==> config.mk <==
export PLATFORM = sky130hd
export DESIGN_NAME = reorder_buffer
export DESIGN_NICKNAME = d
export VERILOG_FILES = /design/src/rtl/reorder_buffer.sv
export SDC_FILE = /design/constraint.sdc
export NUM_CORES = 2
export LEC_CHECK = 0
export CORE_ASPECT_RATIO = 1.1
export CORE_MARGIN = 8
export CORE_UTILIZATION = 60
export DETAILED_ROUTE_END_ITERATION = 16
export GPL_ROUTABILITY_DRIVEN = 0
export PLACE_DENSITY = 0.8
export SYNTH_ARGS = -nofsm -noshare
export SYNTH_HDL_FRONTEND = slang
export SYNTH_SLANG_ARGS = --single-unit
==> constraint.sdc <==
create_clock -name clk_in -period 4.16 [get_ports clk_in]
set_input_delay 1.04 -clock clk_in [delete_from_list [all_inputs] [get_ports clk_in]]
set_output_delay 1.04 -clock clk_in [all_outputs]
set_load 0.01 [all_outputs]
==> src/rtl/reorder_buffer.sv <==
// reorder_buffer: circular in-order retirement buffer.
// Entries are allocated at the tail on issue, completed out of order by the
// RS/ALU port and the LSB port, and retired from the head one per cycle into
// registered commit outputs. A retiring mispredicted BRANCH or any JALR
// raises a one-cycle flush that empties the buffer and carries a redirect PC.
//
// Handshake: an issue is taken on a clock edge where rdy_in && dec_rdy are
// high, flush is low and dec_full is low; completions are taken on an edge
// where rdy_in && rs_rdy (or lsb_rdy) are high and flush is low. There is no
// back-pressure on completions or commits.
module reorder_buffer #(
  parameter int ROB_WIDTH = 3
) (
  input  logic                 clk_in,
  input  logic                 rst_n_in,
  input  logic                 rdy_in,
  // decoder issue
  output logic                 dec_full,
  input  logic                 dec_rdy,
  input  logic [1:0]           dec_type,
  input  logic [4:0]           dec_rd,
  input  logic                 dec_pred_jump,
  input  logic [31:0]          dec_alt_pc,
  input  logic [31:0]          dec_value,
  output logic [ROB_WIDTH-1:0] dec_rob_id,
  // RS/ALU completion
  input  logic                 rs_rdy,
  input  logic [ROB_WIDTH-1:0] rs_rob_id,
  input  logic [31:0]          rs_data,
  input  logic                 rs_set_jump_addr,
  // LSB completion
  input  logic                 lsb_rdy,
  input  logic [ROB_WIDTH-1:0] lsb_rob_id,
  input  logic [31:0]          lsb_data,
  // operand queries
  input  logic [ROB_WIDTH-1:0] query_id_j,
  input  logic [ROB_WIDTH-1:0] query_id_k,
  output logic                 query_ready_j,
  output logic                 query_ready_k,
  output logic [31:0]          query_data_j,
  output logic [31:0]          query_data_k,
  // register-file commit
  output logic                 reg_en,
  output logic [4:0]           reg_rd,
  output logic [ROB_WIDTH-1:0] reg_rob_id,
  output logic [31:0]          reg_data,
  // store commit
  output logic                 lsb_commit_en,
  output logic [ROB_WIDTH-1:0] lsb_commit_rob_id,
  // pipeline flush
  output logic                 flush,
  output logic [31:0]          flush_pc
);

  localparam int ROB_SIZE = 1 << ROB_WIDTH;

  typedef enum logic [1:0] {
    T_REG    = 2'd0,
    T_STORE  = 2'd1,
    T_BRANCH = 2'd2,
    T_JALR   = 2'd3
  } rob_type_t;

  // control state
  logic [ROB_SIZE-1:0]  present_q;
  logic [ROB_SIZE-1:0]  ready_q;
  logic [ROB_WIDTH-1:0] head_q;
  logic [ROB_WIDTH-1:0] tail_q;
  logic [ROB_WIDTH:0]   count_q;

  // payload
  rob_type_t            type_q  [ROB_SIZE];
  logic [4:0]           rd_q    [ROB_SIZE];
  logic [ROB_SIZE-1:0]  pred_q;
  logic [31:0]          value_q [ROB_SIZE];
  logic [31:0]          addr_q  [ROB_SIZE];

  logic      issue;
  logic      commit;
  logic      rs_go;
  logic      lsb_go;
  rob_type_t head_type;
  logic      mispredict;
  logic      flush_start;

  // Decode this cycle's issue, completion and retirement events.
  always_comb begin
    dec_full    = (count_q == (ROB_WIDTH + 1)'(ROB_SIZE));
    dec_rob_id  = tail_q;
    issue       = dec_rdy && !flush && !dec_full;
    rs_go       = rs_rdy && !flush;
    lsb_go      = lsb_rdy && !flush;
    commit      = !flush && present_q[head_q] && ready_q[head_q];
    head_type   = type_q[head_q];
    mispredict  = (head_type == T_BRANCH) && (value_q[head_q][0] != pred_q[head_q]);
    flush_start = commit && (mispredict || (head_type == T_JALR));
  end

  // Operand lookups read stored state only; same-cycle completions are not forwarded.
  always_comb begin
    query_ready_j = ready_q[query_id_j];
    query_ready_k = ready_q[query_id_k];
    query_data_j  = value_q[query_id_j];
    query_data_k  = value_q[query_id_k];
  end

  // Pointers, occupancy and per-slot present/ready flags.
  always_ff @(posedge clk_in or negedge rst_n_in) begin
    if (!rst_n_in) begin
      present_q <= '0;
      ready_q   <= '0;
      head_q    <= '0;
      tail_q    <= '0;
      count_q   <= '0;
    end else if (rdy_in) begin
      if (issue) begin
        present_q[tail_q] <= 1'b1;
        ready_q[tail_q]   <= 1'b0;
        tail_q            <= tail_q + ROB_WIDTH'(1);
      end
      if (lsb_go) ready_q[lsb_rob_id] <= 1'b1;
      if (rs_go)  ready_q[rs_rob_id]  <= 1'b1;
      if (commit) begin
        present_q[head_q] <= 1'b0;
        head_q            <= head_q + ROB_WIDTH'(1);
      end
      count_q <= count_q + (ROB_WIDTH + 1)'(issue) - (ROB_WIDTH + 1)'(commit);
      // A redirecting retirement abandons everything younger, including a
      // same-cycle issue; ready flags are left for queries to observe.
      if (flush_start) begin
        present_q <= '0;
        head_q    <= '0;
        tail_q    <= '0;
        count_q   <= '0;
      end
    end
  end

  // Entry payload: written at issue, then overwritten by completions (RS last so it wins).
  always_ff @(posedge clk_in or negedge rst_n_in) begin
    if (!rst_n_in) begin
      pred_q <= '0;
      for (int i = 0; i < ROB_SIZE; i++) begin
        type_q[i]  <= T_REG;
        rd_q[i]    <= '0;
        value_q[i] <= '0;
        addr_q[i]  <= '0;
      end
    end else if (rdy_in) begin
      if (issue) begin
        type_q[tail_q]  <= rob_type_t'(dec_type);
        rd_q[tail_q]    <= dec_rd;
        pred_q[tail_q]  <= dec_pred_jump;
        value_q[tail_q] <= dec_value;
        addr_q[tail_q]  <= dec_alt_pc;
      end
      if (lsb_go) value_q[lsb_rob_id] <= lsb_data;
      if (rs_go) begin
        if (rs_set_jump_addr) addr_q[rs_rob_id]  <= rs_data;
        else                  value_q[rs_rob_id] <= rs_data;
      end
    end
  end

  // Registered commit outputs; enables and flush are single-cycle pulses.
  always_ff @(posedge clk_in or negedge rst_n_in) begin
    if (!rst_n_in) begin
      reg_en            <= 1'b0;
      reg_rd            <= '0;
      reg_rob_id        <= '0;
      reg_data          <= '0;
      lsb_commit_en     <= 1'b0;
      lsb_commit_rob_id <= '0;
      flush             <= 1'b0;
      flush_pc          <= '0;
    end else if (rdy_in) begin
      reg_en        <= 1'b0;
      lsb_commit_en <= 1'b0;
      flush         <= 1'b0;
      if (commit) begin
        case (head_type)
          T_REG: begin
            reg_en     <= 1'b1;
            reg_rd     <= rd_q[head_q];
            reg_rob_id <= head_q;
            reg_data   <= value_q[head_q];
          end
          T_STORE: begin
            lsb_commit_en     <= 1'b1;
            lsb_commit_rob_id <= head_q;
          end
          T_BRANCH: begin
            if (mispredict) begin
              flush    <= 1'b1;
              flush_pc <= addr_q[head_q];
            end
          end
          T_JALR: begin
            reg_en     <= 1'b1;
            reg_rd     <= rd_q[head_q];
            reg_rob_id <= head_q;
            reg_data   <= value_q[head_q];
            flush      <= 1'b1;
            flush_pc   <= addr_q[head_q];
          end
          default: ;
        endcase
      end
    end
  end

endmodule
==> flow_summary.ini <==
[finish]
drive_above_1_share_pct = 13.63
finalNetCount = 4947
area_growth_pct = 14.72

[synthesis]
synth_cells = 4859
ys_types = 58
synth_top_area_share_pct = 40.66
async_flop_share_pct = 100.0
synthTopCellsByArea = dfrtp_1 (41%), mux4_2 (7.7%), nand2_1 (7.4%), nor2_1 (5.4%), o211ai_1 (4.6%)
ys_ff_latch = 680
synth_top_area_cell = dfrtp_1
synth_top_cells_by_count = nand2_1 (827), dfrtp_1 (680), nor2_1 (597)
yosysWarnings = 0
yosysSeqAreaShare_pct = 40.66
synth_edf_count = 0
synth.most_common_cell = nand2_1
syn_nets = 5025
ys.flop_type = dfrtp_1
syn-mean-instance-area_sq_um = 8.612
netlist_area_sq_um = 41850

[global_routing]
grt_max_degree = 239
grt_overflow_total = 0
antenna_found_initial = 25
first_global_vias = 41850
grt_usage_pct = 42.34
grt_pass1_wl_um = 256400

[routing]
drt-initial-drc-count = 7833
firstDrtPassIters = 14
drt-total-wl_um = 170600
drc = 0
wl_per_cell_um = 29.51
vias = 43180
postRouteAntennaNets = 0
vias_per_cell = 7.468

[timing]
hold_slack_ns = 0.3713
period_minus_slack_ns = 3.927
setup_tns_ns = 0
finalSetupViolations = 0
max_freq_mhz = 254.7
drv_slew = 0
worst_pin_slew_ns = 1.243
finalHoldViolCount = 0
slew_headroom_pct = 17.14
min_period_over_period_pct = 94.39
rsz0062_at_grt = false
finalClockSkew_ns = 0.02342

[setup_path]
required_ns = 3.12
worstSetupEndpointType = output pin
cp-start-kind = input port
worstPathArrival_ns = 2.89
crit_path_max_fanout = 26
reg2reg_depth = 11
crit_type = in2out

[clock_network]
cts_post_setup_buffers_inserted = 0
insertion_delay_ns = 0.65
ctsResizeCount = 0
postCtsHoldBufs = 0
cts_tree = yes
cts_max_level = 3
cts_buffer_depth = 3
clkTransAtPathRegs_ns = 0.05
cts-root-buf = clkbuf_16
cts_made_buffers = 74
cts.sinks = 680

[die]
die-area_sq_um = 78460
io_pins = 303
die_w_um = 267.8
initial_core_util_pct = 60.65
rows = 101
core_area_sq_um = 69000
die_height_um = 293.0

[placed_design]
port_buffers = 302
dpl.hpwl_um = 104200

[power]
power.density_nw_per_um2 = 742.4
p_total_mw = 35.64
leakagePower_nw = 18.67
ir_worst_vdd_v = 0.0005091

[worst_hold_path]
hp-class = in2async

[run]
maxCapViolCount = 0

[outcome]
status = completed
[cell usage in the layout, fill, tap and decap left out, types with 5 or more instances in the layout]
master	instances
a221oi_1	87
bufinv_16	5
buf_12	30
a22o_1	90
nand2_2	6
a21o_1	11
clkdlybuf4s50_1	294
nand2_1	821
buf_4	134
o221ai_1	6
nand3_1	274
a22oi_1	22
mux2i_1	51
clkinv_2	12
ha_1	10
nor4_4	8
clkbuf_16	77
a211oi_1	8
nor2_4	11
diode_2	21
o211ai_1	257
a31oi_1	292
clkbuf_8	17
dfrtp_1	677
mux2_2	167
mux2_1	6
nor2b_1	7
o22ai_1	259
a221o_1	14
or2_2	8
nor2_1	586
o21ai_0	23
inv_1	13
mux4_2	143
a21oi_1	307
nand4_1	5
clkbuf_1	13
nand3b_1	6
a21oi_4	8
[cell type report]
class	count	area (sq um)
multi-input combinational	3546	22650
inverter	15	56.30
antenna	21	52.55
fill	5298	20990
sequential	680	17030
timing repair buffer	464	4599
tap	927	1160
clock inverter	22	251.5
clock buffer	107	2210
[sequential cells by signal, summed over array words and instances (netlist names), 4 cells and up]
| signal | cells |
|---|---|
| reg_rd | 5 |
| present_q | 8 |
| value_q | 256 |
| rd_q | 40 |
| count_q | 4 |
| reg_data | 32 |
| type_q | 16 |
| pred_q | 8 |
| addr_q | 256 |
| ready_q | 8 |
| flush_pc | 32 |
[cell families after synthesis]
group	count (synthesis)	synth area share, %
xor+xnor	4	0.08374
simple gates	1771	17.38
fa+ha+maj	11	0.3469
flops	680	40.66
compound gates	1393	22.00
mux	367	13.57
buf+inv	633	5.956
[through the flow]
step / setup slack (ns) / util [%] / area [sq um] / std cells
after global placement: 0.2551 / 65.93 / 45490 / 5632
after CTS: 0.2249 / 69.50 / 47950 / 5761
after global routing: 0.1617 / 69.54 / 47980 / 5773
final: 0.2334 / 69.58 / 48010 / 5782
after detailed placement: 0.2265 / 65.93 / 45490 / 5632
after floorplan: 0.4495 / - / 41850 / 4859
[path summary, 6_finish.rpt]
check | startpoint | to | slack, ns
setup reg to reg | head_q[1] | count_q[2] | 0.68
hold / removal | rst_n_in | flush_pc[16] | 0.37
setup / recovery | query_id_j[0] | query_data_j[5] | 0.23
max in group asynchronous | rst_n_in | reg_data[24] | 2.70
min in group clk_in | reg_en | reg_en | 0.49
hold reg to reg | reg_en | reg_en | 0.49
[critical path, stage by stage]
cell and delay (ns):
buf_4 0.23, buf_12 0.27, mux4_2 0.52, mux2_2 0.30, clkdlybuf4s50_1 0.49
[layer usage]
| layer | wire, um | vias up | track usage [%] |
|---|---|---|---|
| met5 | 129 | - | 0.4397 |
| met4 | 13980 | 14 | 28.15 |
| met3 | 27710 | 1126 | 15.75 |
| met2 | 72250 | 4167 | 61.28 |
| met1 | 56570 | 20270 | 52.74 |
| li1 | - | 17610 | - |
[power breakdown]
part | internal [mW] | switching [mW] | total [mW]
combinational | 7.49 | 8.03 | 15.5
clock | 3.99 | 2.89 | 6.88
sequential | 9.73 | 3.51 | 13.2
(Power assumes the default switching activity.)
